$ cat config.mk
export PLATFORM = sky130hd
export DESIGN_NAME = pipe_ctrl_unit
export DESIGN_NICKNAME = d
export VERILOG_FILES = /design/src/rtl/pipe_pkg.sv /design/src/rtl/ctrl_decode.sv /design/src/rtl/pipe_ctrl_unit.sv
export SDC_FILE = /design/constraint.sdc
export NUM_CORES = 1
export LEC_CHECK = 0
export CAP_MARGIN = 20
export CORE_MARGIN = 2
export CORE_UTILIZATION = 40
export CTS_CLUSTER_DIAMETER = 40
export DETAILED_ROUTE_END_ITERATION = 8
export PLACE_DENSITY = 0.79
export SYNTH_ARGS = -nofsm -noshare
export SYNTH_HDL_FRONTEND = slang
export SYNTH_SLANG_ARGS = --single-unit
$ cat constraint.sdc
create_clock -name clk -period 1.9 [get_ports clk]
set_input_delay 0.19 -clock clk [delete_from_list [all_inputs] [get_ports clk]]
set_output_delay 0.19 -clock clk [all_outputs]
set_load 0.1 [all_outputs]
$ cat src/rtl/pipe_pkg.sv
// Shared opcode, field-encoding and control-bundle definitions for the ID/EX control path.
package pipe_pkg;

  localparam logic [5:0] OP_RTYPE = 6'b000000;
  localparam logic [5:0] OP_J     = 6'b000010;
  localparam logic [5:0] OP_JAL   = 6'b000011;
  localparam logic [5:0] OP_BEQ   = 6'b000100;
  localparam logic [5:0] OP_BNE   = 6'b000101;
  localparam logic [5:0] OP_ADDI  = 6'b001000;
  localparam logic [5:0] OP_LW    = 6'b100011;
  localparam logic [5:0] OP_SW    = 6'b101011;

  localparam logic [1:0] RD_RT  = 2'b00;
  localparam logic [1:0] RD_RD  = 2'b01;
  localparam logic [1:0] RD_R31 = 2'b10;

  localparam logic [1:0] ALU_ADD   = 2'b00;
  localparam logic [1:0] ALU_SUB   = 2'b01;
  localparam logic [1:0] ALU_FUNCT = 2'b10;

  localparam logic [1:0] MTR_ALU = 2'b00;
  localparam logic [1:0] MTR_MEM = 2'b01;
  localparam logic [1:0] MTR_PC4 = 2'b10;

  typedef struct packed {
    logic [1:0] reg_dst;
    logic [1:0] alu_op;
    logic       alu_src;
    logic       branch;
    logic       branch_ne;
    logic       mem_read;
    logic       mem_write;
    logic       reg_write;
    logic       illegal;
    logic [1:0] mem_to_reg;
  } ctrl_bundle_t;

  localparam ctrl_bundle_t CTRL_BUBBLE = '0;

endpackage

$ cat src/rtl/ctrl_decode.sv
// Combinational opcode decoder: control bundle plus source-usage and jump flags.
// JAL support is selected by PIPE_CTRL_JAL_EN.
module ctrl_decode
  import pipe_pkg::*;
(
  input  logic [5:0]   i_opcode,
  output ctrl_bundle_t o_ctrl,
  output logic         o_uses_rs,
  output logic         o_uses_rt,
  output logic         o_is_jump
);

  always_comb begin
    o_ctrl    = CTRL_BUBBLE;
    o_uses_rs = 1'b0;
    o_uses_rt = 1'b0;
    o_is_jump = 1'b0;
    case (i_opcode)
      OP_RTYPE: begin
        o_ctrl.reg_dst   = RD_RD;
        o_ctrl.alu_op    = ALU_FUNCT;
        o_ctrl.reg_write = 1'b1;
        o_uses_rs        = 1'b1;
        o_uses_rt        = 1'b1;
      end
      OP_LW: begin
        o_ctrl.alu_src    = 1'b1;
        o_ctrl.mem_read   = 1'b1;
        o_ctrl.mem_to_reg = MTR_MEM;
        o_ctrl.reg_write  = 1'b1;
        o_uses_rs         = 1'b1;
      end
      OP_SW: begin
        o_ctrl.alu_src   = 1'b1;
        o_ctrl.mem_write = 1'b1;
        o_uses_rs        = 1'b1;
        o_uses_rt        = 1'b1;
      end
      OP_BEQ: begin
        o_ctrl.branch = 1'b1;
        o_ctrl.alu_op = ALU_SUB;
        o_uses_rs     = 1'b1;
        o_uses_rt     = 1'b1;
      end
      OP_BNE: begin
        o_ctrl.branch    = 1'b1;
        o_ctrl.branch_ne = 1'b1;
        o_ctrl.alu_op    = ALU_SUB;
        o_uses_rs        = 1'b1;
        o_uses_rt        = 1'b1;
      end
      OP_ADDI: begin
        o_ctrl.alu_src   = 1'b1;
        o_ctrl.reg_write = 1'b1;
        o_uses_rs        = 1'b1;
      end
      OP_J: o_is_jump = 1'b1;
`ifdef PIPE_CTRL_JAL_EN
      OP_JAL: begin
        o_ctrl.reg_dst    = RD_R31;
        o_ctrl.mem_to_reg = MTR_PC4;
        o_ctrl.reg_write  = 1'b1;
        o_is_jump         = 1'b1;
      end
`endif
      default: o_ctrl.illegal = 1'b1;
    endcase
  end

endmodule

$ cat src/rtl/pipe_ctrl_unit.sv
// ID-stage decode into a registered ID/EX bundle, with load-use, branch-flush and stall control.
// Optional JAL decode enabled by defining PIPE_CTRL_JAL_EN.
module pipe_ctrl_unit
  import pipe_pkg::*;
#(
  parameter int CNT_W = 16,
  parameter int REG_W = 5
) (
  input  logic             clk,
  input  logic             rst_n,
  input  logic [5:0]       opcode_i,
  input  logic [REG_W-1:0] rs_i,
  input  logic [REG_W-1:0] rt_i,
  input  logic             branch_taken_i,
  input  logic             ext_stall_i,
  output logic [1:0]       ex_reg_dst_o,
  output logic [1:0]       ex_alu_op_o,
  output logic             ex_alu_src_o,
  output logic             ex_branch_o,
  output logic             ex_branch_ne_o,
  output logic             ex_mem_read_o,
  output logic             ex_mem_write_o,
  output logic             ex_reg_write_o,
  output logic             ex_illegal_o,
  output logic [1:0]       ex_mem_to_reg_o,
  output logic [REG_W-1:0] ex_rt_o,
  output logic             id_jump_o,
  output logic             pc_write_o,
  output logic             ifid_write_o,
  output logic             ifid_flush_o,
  output logic             stall_o,
  output logic [CNT_W-1:0] bubble_cnt_o
);

  function automatic logic [CNT_W-1:0] sat_inc(input logic [CNT_W-1:0] v);
    return (&v) ? v : v + 1'b1;
  endfunction

  ctrl_bundle_t     w_dec;
  logic             w_uses_rs;
  logic             w_uses_rt;
  logic             w_is_jump;
  logic             w_hazard;
  ctrl_bundle_t     r_ex;
  logic [REG_W-1:0] r_ex_rt;
  logic [CNT_W-1:0] r_bubble_cnt;

  ctrl_decode u_decode (
    .i_opcode  (opcode_i),
    .o_ctrl    (w_dec),
    .o_uses_rs (w_uses_rs),
    .o_uses_rt (w_uses_rt),
    .o_is_jump (w_is_jump)
  );

  // Only registered EX state feeds the hazard compare, so no combinational loop exists.
  assign w_hazard = r_ex.mem_read && (r_ex_rt != '0) &&
                    ((w_uses_rs && (r_ex_rt == rs_i)) || (w_uses_rt && (r_ex_rt == rt_i)));

  always_comb begin
    id_jump_o    = 1'b0;
    pc_write_o   = 1'b0;
    ifid_write_o = 1'b0;
    ifid_flush_o = 1'b0;
    stall_o      = 1'b0;
    if (rst_n && !ext_stall_i) begin
      if (branch_taken_i) begin
        pc_write_o   = 1'b1;
        ifid_write_o = 1'b1;
        ifid_flush_o = 1'b1;
      end else if (w_hazard) begin
        stall_o = 1'b1;
      end else begin
        pc_write_o   = 1'b1;
        ifid_write_o = 1'b1;
        id_jump_o    = w_is_jump;
        ifid_flush_o = w_is_jump;
      end
    end
  end

  always_ff @(posedge clk) begin
    if (!rst_n) begin
      r_ex         <= CTRL_BUBBLE;
      r_ex_rt      <= '0;
      r_bubble_cnt <= '0;
    end else if (!ext_stall_i) begin
      if (branch_taken_i || w_hazard) begin
        r_ex         <= CTRL_BUBBLE;
        r_ex_rt      <= '0;
        r_bubble_cnt <= sat_inc(r_bubble_cnt);
      end else begin
        r_ex    <= w_dec;
        r_ex_rt <= rt_i;
      end
    end
  end

  assign ex_reg_dst_o    = r_ex.reg_dst;
  assign ex_alu_op_o     = r_ex.alu_op;
  assign ex_alu_src_o    = r_ex.alu_src;
  assign ex_branch_o     = r_ex.branch;
  assign ex_branch_ne_o  = r_ex.branch_ne;
  assign ex_mem_read_o   = r_ex.mem_read;
  assign ex_mem_write_o  = r_ex.mem_write;
  assign ex_reg_write_o  = r_ex.reg_write;
  assign ex_illegal_o    = r_ex.illegal;
  assign ex_mem_to_reg_o = r_ex.mem_to_reg;
  assign ex_rt_o         = r_ex_rt;
  assign bubble_cnt_o    = r_bubble_cnt;

endmodule

==> After elaboration in Yosys (flattened, before gate mapping) <==
Cells that the tools add are included.
{ "word_totals": {"ff_bits": 34} }
{ "classes": {"n_addsub": 1, "eq_ne": 8, "mux": 26, "bitwise": 2, "reduce_logical": 18} }
{ "op_table": {"columns": ["cell", "n"], "rows": [
  ["2-to-1 mux 1 bit", 23],
  ["adder 16 x 1 -> 16 bit (second input constant)", 1],
  ["AND reduction 16 bit", 1],
  ["2-to-1 mux 13 bit", 1],
  ["equality test 6 x 3 -> 1 bit (second input constant)", 2],
  ["equality test 6 bit (second input constant)", 2],
  ["equality test 5 bit", 2],
  ["OR reduction 7 bit", 1],
  ["equality test 6 x 2 -> 1 bit (second input constant)", 1],
  ["equality test 6 x 4 -> 1 bit (second input constant)", 1],
  ["zero test 6 bit", 1],
  ["OR reduction 3 bit", 2],
  ["OR reduction 6 bit", 1],
  ["logical AND 1 bit", 5],
  ["2-to-1 mux 5 bit", 1],
  ["nonzero test 5 bit", 1],
  ["one-hot mux 2 bit (2 select lines)", 1],
  ["OR reduction 4 bit", 1],
  ["AND reduction 3 bit", 1],
  ["logical OR 1 bit", 2],
  ["inverter 1 bit", 2],
  ["OR reduction 2 bit", 1],
  ["zero test 1 bit", 1]
]} }

==> Longest topological paths before layout <==
{ "logic_depth": {"depth_word": 9, "mapped_depth": 8, "ltp_nobuf": 6} }

==> Modules after synthesis <==
Synthesis repeated with hierarchy kept, for this count alone.
{ "hier_totals": {"cells_unflattened": 213, "hier_area_um2": 1914.3} }
{ "by_module_without_submodules": {"columns": ["module", "instances", "cells_each", "area_per_inst_um2"], "rows": [
  ["pipe_ctrl_unit", 1, 180, 1667.8],
  ["ctrl_decode", 1, 33, 246.5]
]} }

==> Worst setup path after synthesis <==
Ideal clock, no wire load.
{ "synth_timing": {"path_type": "register -> output", "startpoint": "register r_ex_rt[3] (netlist: ex_rt_o[3])", "endpoint": "output id_jump_o", "arrival_time_ps": 4558, "required_time_ps": 1710, "setup_slack_ps": -2848, "path_stages_with_launch": 6, "path_cell_list": "dfxtp_1 xor2_1 nor3_1 a22oi_1 a211oi_2 nor4_1"} }
{ "synth_between": {"elab_chain_cells": 7} }
{ "synth_rtl": {"columns": ["element", "line", "rtl"], "rows": [
  ["from (decl)", "pipe_ctrl_unit.sv:45", "logic [REG_W-1:0] r_ex_rt;"],
  ["from (signal assigned)", "pipe_ctrl_unit.sv:94", "r_ex_rt <= rt_i;"],
  ["equality test 5 bit", "pipe_ctrl_unit.sv:58", "((w_uses_rs && (r_ex_rt == rs_i)) || (w_uses_rt && (r_ex_rt == rt_i)));"],
  ["logical AND 1 bit", "pipe_ctrl_unit.sv:58", null],
  ["logical OR 1 bit", "pipe_ctrl_unit.sv:58", null],
  ["logical AND 1 bit *", "pipe_ctrl_unit.sv:57", "assign w_hazard = r_ex.mem_read && (r_ex_rt != '0) &&"],
  ["2-to-1 mux 1 bit *", "pipe_ctrl_unit.sv:71", "end else if (w_hazard) begin"],
  ["2-to-1 mux 1 bit *", "pipe_ctrl_unit.sv:67", "if (branch_taken_i) begin"],
  ["2-to-1 mux 1 bit *", "pipe_ctrl_unit.sv:66", "if (rst_n && !ext_stall_i) begin"],
  ["to (decl)", "pipe_ctrl_unit.sv:27", "output logic id_jump_o,"]
]} }
Every way passes the cells marked *; elsewhere a longest branch is shown, timed or not.

==> Worst setup path after layout <==
{ "layout_timing": {"startpoint": "register r_ex_rt[4] (netlist: ex_rt_o[4])", "endpoint": "output id_jump_o"} }
The elaborated chain is that of the path after synthesis.

==> metrics.txt <==
# TYPE chip_impl_metric gauge
chip_impl_info{name="dominant_cell_type_by_area_after_synthesis",value="sky130_fd_sc_hd__dfxtp_1"} 1
chip_impl_metric{name="async_flop_share",unit="%"} 0
chip_impl_metric{name="first_pass_grt_wire_length",unit="µm"} 8010
chip_impl_metric{name="detailroute.via_count",unit=""} 1837
chip_impl_metric{name="dp_worst_setup_slack",unit="ps"} -635
chip_impl_metric{name="globalRouteMet3Util",unit="%"} 6.17
chip_impl_metric{name="leakagePower",unit="nW"} 1.28
chip_impl_metric{name="worst-endpoint-arrival",unit="ps"} 2130
chip_impl_metric{name="post-route-min-period",unit="ps"} 2320
chip_impl_metric{name="fin_cells",unit=""} 334
chip_impl_metric{name="initial_antenna_violation_count",unit=""} 0
chip_impl_metric{name="synthesis.area_per_instance",unit="µm²"} 8.77
chip_impl_metric{name="antenna_violating_nets_post_route",unit=""} 0
chip_impl_metric{name="maximum_number_of_pins_on_one_net_before_global_route_repair",unit=""} 22
chip_impl_metric{name="gr-usage-met1",unit="%"} 30.1
chip_impl_info{name="post_synth_main_area_contributors",value="sky130_fd_sc_hd__dfxtp_1 36%, sky130_fd_sc_hd__a22o_1 6.2%, sky130_fd_sc_hd__xor2_1 5.2%"} 1
chip_impl_metric{name="synthesized_instance_count",unit=""} 192
chip_impl_metric{name="die_area",unit="µm²"} 4750
chip_impl_info{name="timing.hold.worst.class",value="in -> reg"} 1
chip_impl_metric{name="post-place-cells",unit=""} 318
chip_impl_info{name="clock_root_buffer",value="sky130_fd_sc_hd__clkbuf_8"} 1
chip_impl_metric{name="area_growth_from_synthesis_to_layout",unit="%"} 81.4
chip_impl_metric{name="route.detailed.drc",unit=""} 0
chip_impl_info{name="worstSetupPathType",value="reg -> out"} 1
chip_impl_metric{name="synth-edff-count",unit=""} 0
chip_impl_metric{name="worstPathMaxFanout",unit=""} 4
chip_impl_metric{name="hold_viol_final",unit=""} 0
chip_impl_info{name="cp-end-kind",value="output pin"} 1
chip_impl_metric{name="peakVddDrop",unit="mV"} 0.461
chip_impl_metric{name="worst_setup_hold_path_clk_slew",unit="ps"} 60
chip_impl_metric{name="num_antenna_cells",unit=""} 0
chip_impl_metric{name="cts_htree_levels",unit=""} 2
chip_impl_info{name="violations",value="negative setup slack"} 1
chip_impl_metric{name="fin_worst_skew",unit="ps"} 11.7
chip_impl_metric{name="syn_area",unit="µm²"} 1680
chip_impl_metric{name="final_hold_slack",unit="ps"} 463
chip_impl_metric{name="setup-tns-final",unit="ps"} -7280
chip_impl_metric{name="total_power",unit="mW"} 1.82
chip_impl_metric{name="register_area_share_after_synthesis",unit="%"} 35.7
chip_impl_metric{name="floorplan_row_count",unit=""} 23
chip_impl_metric{name="ys_warns",unit=""} 0
chip_impl_info{name="synthMostInstantiatedCell",value="sky130_fd_sc_hd__dfxtp_1"} 1
chip_impl_metric{name="power_density",unit="nW/µm²"} 594
chip_impl_metric{name="grt-ovfl-total",unit=""} 0
chip_impl_metric{name="port_buffers",unit=""} 56
chip_impl_info{name="synth_commonest_cells",value="30 x sky130_fd_sc_hd__dfxtp_1, 17 x sky130_fd_sc_hd__nand2_1, 12 x sky130_fd_sc_hd__a22o_1, 10 x sky130_fd_sc_hd__nand2b_1, 10 x sky130_fd_sc_hd__xor2_1"} 1
chip_impl_info{name="cts_tree",value="yes"} 1
chip_impl_metric{name="slew_viol_final",unit=""} 0
chip_impl_metric{name="slew_at_the_pin_closest_to_its_max_slew_limit",unit="ps"} 561
chip_impl_metric{name="drt-pass1-iter-count",unit=""} 4
chip_impl_metric{name="vias_per_cell",unit=""} 5.50
chip_impl_metric{name="grt.met2_usage",unit="%"} 36.4
chip_impl_metric{name="wl_per_cell",unit="µm"} 15.4
chip_impl_metric{name="synthDominantCellAreaShare",unit="%"} 35.7
chip_impl_metric{name="cp.required",unit="ps"} 1710
chip_impl_metric{name="synth-seq-cells",unit=""} 30
chip_impl_info{name="grt_most_used_layer",value="met2"} 1
chip_impl_metric{name="core_area",unit="µm²"} 4030
chip_impl_metric{name="drive_gt1_share",unit="%"} 53.2
chip_impl_metric{name="initial_utilization",unit="%"} 41.8
chip_impl_metric{name="totalWireLength",unit="µm"} 5140
chip_impl_metric{name="dieHeight",unit="µm"} 68.9
chip_impl_metric{name="place_congestion",unit=""} 0.859
chip_impl_metric{name="fmaxAchievable",unit="GHz"} 0.431
chip_impl_info{name="rsz0062_at_grt",value="yes"} 1
chip_impl_metric{name="synth.distinct_cells",unit=""} 44
chip_impl_metric{name="grtUsageTotal",unit="%"} 22.9
chip_impl_info{name="cp-start-kind",value="flip-flop"} 1
chip_impl_metric{name="final.setup.worst_slack",unit="ps"} -422
chip_impl_metric{name="via_count_of_the_first_global_routing_pass",unit=""} 1674
chip_impl_metric{name="hpwlAfterDp",unit="µm"} 3600
chip_impl_metric{name="final_nets",unit=""} 304
chip_impl_metric{name="die-width",unit="µm"} 68.9
chip_impl_metric{name="setup_violations",unit=""} 32
chip_impl_metric{name="drt_first_iter_violations",unit=""} 76
chip_impl_info{name="status",value="finished with violations"} 1
chip_impl_metric{name="maxCapViolations",unit=""} 0
chip_impl_info{name="synth_flop_cell",value="sky130_fd_sc_hd__dfxtp_1"} 1
chip_impl_metric{name="cts_num_sinks",unit=""} 30
chip_impl_metric{name="largest_reg_flops",unit=""} 16
chip_impl_metric{name="floorplan.io_pins",unit=""} 59
chip_impl_metric{name="maxSlewHeadroom",unit="%"} 62.6
chip_impl_metric{name="clock_insertion_delay_worst_skew",unit="ps"} 290
chip_impl_metric{name="cts-root-to-sink-buffers",unit=""} 2
chip_impl_metric{name="fin_crit_sh",unit="%"} 122
chip_impl_metric{name="numCtsBuffers",unit=""} 5
path summary, 6_finish.rpt:
check	slack, ps	from	endpoint	depth (start not counted)
worst max register to register	-300	ex_rt_o[2]	bubble_cnt_o[14]	9
worst max-delay path	-420	ex_rt_o[4]	id_jump_o	6
worst min-delay path	460	opcode_i[0]	ex_branch_ne_o	3
worst min register to register	480	ex_branch_ne_o	ex_branch_ne_o	1
report_power, final:
group	switching, mW	internal (mW)
clock network	0.246	0.559
registers	0.00903	0.618
logic	0.238	0.145
total	0.493	1.32
metrics by stage:
stage / util, % / area, µm²
floorplan: - / 1990
finish: 75.8 / 3060
CTS: 72.6 / 2930
global route: 75.8 / 3060
global placement: 67.4 / 2720
detailed placement: 67.4 / 2720
timing repair:
item,in CTS,in global routing
hold endpoints to repair,0,0
hold buffers,0,0
pin swaps,6,3
endpoints found under the setup margin,34,34
buffers inserted,4,3
cloned,0,1
resized for setup,13,17
cell type report:
cell class / instances / area [µm²]
clock inverters: 2 / 60.1
inverters: 3 / 11.3
flip-flops and latches: 30 / 671
well taps: 50 / 62.6
fillers: 269 / 973
clock buffers: 6 / 82.6
repair buffers: 98 / 885
multi-input cells: 145 / 1280
metal layers:
layer / up-vias / part of all wire, %
li1: 895 / -
met1: 883 / 43
met2: 52 / 50
met3: 7 / 5.2
met4: 0 / 1.4
met5: - / 0
critical path, stage by stage, from the launching register on:
cell and delay [ps]:
sky130_fd_sc_hd__dfxtp_4 350, sky130_fd_sc_hd__or4_4 540, sky130_fd_sc_hd__o21ai_4 180, sky130_fd_sc_hd__a211oi_4 70, sky130_fd_sc_hd__buf_4 150, sky130_fd_sc_hd__nor4_4 340, sky130_fd_sc_hd__buf_12 220
logic make-up after synthesis:
logic type | share of synthesized area, %
AND/OR/NAND/NOR | 27.6
AO/OA/AOI/OAI | 20.5
XOR/XNOR | 5.20
multiplexers | 4.16
other | 0.223
adder cells (fa/ha/maj) | 0.743
flip-flops | 35.7
buffers and inverters | 5.87
cells in the final DEF, fill, tap and decap left out, types with 3 or more instances in the layout:
| cell type | n |
|---|---|
| sky130_fd_sc_hd__nor3_1 | 3 |
| sky130_fd_sc_hd__clkdlybuf4s50_1 | 14 |
| sky130_fd_sc_hd__o31ai_1 | 4 |
| sky130_fd_sc_hd__mux2i_1 | 7 |
| sky130_fd_sc_hd__nand4_1 | 3 |
| sky130_fd_sc_hd__or4_4 | 4 |
| sky130_fd_sc_hd__a22o_1 | 12 |
| sky130_fd_sc_hd__nand2_1 | 16 |
| sky130_fd_sc_hd__buf_12 | 5 |
| sky130_fd_sc_hd__buf_4 | 69 |
| sky130_fd_sc_hd__nor2_1 | 6 |
| sky130_fd_sc_hd__nor4_4 | 3 |
| sky130_fd_sc_hd__and3_1 | 6 |
| sky130_fd_sc_hd__xor2_1 | 9 |
| sky130_fd_sc_hd__nor4b_4 | 3 |
| sky130_fd_sc_hd__buf_6 | 4 |
| sky130_fd_sc_hd__dfxtp_4 | 17 |
| sky130_fd_sc_hd__dlygate4sd2_1 | 3 |
| sky130_fd_sc_hd__clkbuf_8 | 6 |
| sky130_fd_sc_hd__a21oi_1 | 3 |
| sky130_fd_sc_hd__dfxtp_2 | 5 |
| sky130_fd_sc_hd__a21oi_2 | 4 |
| sky130_fd_sc_hd__nand2b_1 | 10 |
| sky130_fd_sc_hd__dfxtp_1 | 8 |
| sky130_fd_sc_hd__inv_1 | 3 |
| sky130_fd_sc_hd__and3_4 | 4 |
| sky130_fd_sc_hd__nand3_1 | 5 |
No activity file was read; power rests on OpenSTA's default activity.
==> patch (same flow settings) <==
Set the parameter `CNT_W` to 12 (it was 16).
--- a/src/rtl/pipe_ctrl_unit.sv
+++ b/src/rtl/pipe_ctrl_unit.sv
@@ -5,3 +5,3 @@
 #(
-  parameter int CNT_W = 16,
+  parameter int CNT_W = 12,
   parameter int REG_W = 5
Ports: changed (resized bubble_cnt_o); port bits go from 59 to 55. The function was not compared with the original's and may differ.
==> patch against the unedited design <==
- the flow still finishes with violations (negative setup slack)
- sequential cell count fell by 4
- routed wire length fell by 9.6%
- design area fell by 13%
- sequential share of layout area fell by 0.63 points
- global-route usage fell by 1.4 points
- total power fell by 27%
- die area fell by 11%
- area after synthesis fell by 12%
- worst setup slack improved by 0.14 ns
- highest routed layer unchanged
==> patch: results (changes against the unedited design) <==
* Status: finished, violations left (unchanged)
* Failing checks: negative setup slack (unchanged)
* Final #Nets at 277 (was 304)
* CP endpoint: stall_o (was id_jump_o)
* Gpl congestion at 0.8823 (was 0.8591)
* R2r endpoint: bubble_cnt_o[7] (was bubble_cnt_o[14])
* Clock-pin transition on the worst setup and hold timing paths at 0.09 ns (was 0.06 ns)
* Maximum level of the CTS H-tree at 1 (was 2)
* I/O Buffers at 52 (was 56)
* Final setup violation count at 18 (was 32)
* Grt met3 use at 0.01736 (was 0.06169)
* Placed inst area at 2397 sq um (was 2716 sq um)
* Crit. Startpoint: opcode_i[1] (was ex_rt_o[4])
* Setup TNS at -1.684 ns (was -7.278 ns)
* Crit path max fanout at 3 (was 4)
* Worst clock skew at 0.002058 ns (was 0.01174 ns)
* HP Start: rt_i[1] (was opcode_i[0])
* Hold Path End: ex_rt_o[1] (was ex_branch_ne_o)
* Detailed Route Iter0 Violations at 67 (was 76)
* DR WL/cell at 15.33 um (was 15.38 um)
* Grt met2 use at 0.3814 (was 0.3642)
* Post-placement cell count at 293 (was 318)
* LEAKAGE at 0.001147 uW (was 0.001276 uW)
* Sw frac at 0.3023 (was 0.2716)
* # fillers at 250 (was 269)
* Reg2reg setup slack at -0.15 ns (was -0.30 ns)
* Total Routing Usage GR at 0.2145 (was 0.2287)
* Largest net degree at the start of global routing at 16 (was 22)
* Vias per cell at 5.201 (was 5.500)
* Post-Place Worst Slack at -0.5528 ns (was -0.6346 ns)
* Vias in the first global route at 1468 (was 1674)
* Min Hold Slack at 0.3190 ns (was 0.4627 ns)
* Wire length of the first global-routing pass at 6948 um (was 8010 um)
* First drt pass iteration count at 5 (was 4)
* Syn avg cell area at 8.962 sq um (was 8.771 sq um)
* Worst IR Drop VDD at 0.0003477 V (was 0.0004606 V)
* R2R cell count at 8 (was 9)
* Max FFs per register at 12 (was 16)
* CTS buffer count at 3 (was 5)
* HPWL after detailed placement at 3267 um (was 3603 um)
* Layout cell share with drive strength beyond 1 at 0.5333 (was 0.5317)
* Worst Slack Setup Final at -0.2849 ns (was -0.4217 ns)
==> patch: kinds of logic after synthesis <==
kind of cell	count (synthesis)	share of synthesized area
adders and majority gates	1	0.008409
other	1	0.002521
AOI/OAI and AO/OA	34	0.1993
DFF	26	0.3499
and+or+nand+nor	69	0.2590
muxes	7	0.04794
xor gates and xnor gates	11	0.06476
buffers and inverters	17	0.06812
==> patch: layout make-up <==
cell class                      instances  share of cell area
Inverter                                3            0.004245
Multi-Input combinational cell        124              0.3958
Sequential cell                        26              0.2132
Clock buffer                            4             0.02500
Tap cell                               48             0.02264
Timing Repair Buffer                   98              0.3392
==> patch: critical path, stage by stage <==
cell and delay (ns):
buf_6 0.09, or2_4 0.25, o32a_4 0.37, nor4_4 0.35, o2111ai_4 0.16, buf_4 0.19
nor3_4 0.19, buf_12 0.20
==> patch: power groups by stage <==
stage / clock network (uW) / registers [uW] / logic (uW)
finish: 408 / 551 / 366
global route: 447 / 552 / 386
CTS: 419 / 551 / 345
detailed placement: 0 / 563 / 337
global placement: 0 / 563 / 333
floorplan: 0 / 621 / 144
==> patch: stage by stage <==
step / util / total power (uW)
after floorplan: - / 765.6
after CTS: 0.7019 / 1314
after global placement: 0.6648 / 895.7
after global routing: 0.7356 / 1385
after detailed placement: 0.6648 / 900.2
final: 0.7356 / 1326
==> patch: metal layers <==
layer  wire length [um]  vias up  part of all wire
met3                 92       11             0.020
met4                119        0             0.026
met1               1929      750              0.42
li1                   -      776                 -
met2               2503       39              0.54
met5                  0        -                 0
==> patch: timing repair <==
| item | CTS | global route |
|---|---|---|
| setup buffers | 4 | 2 |
| cloned | 0 | 1 |
| pin swaps | 13 | 21 |
| endpoints found under the setup margin | 30 | 31 |
| resized for setup | 36 | 21 |
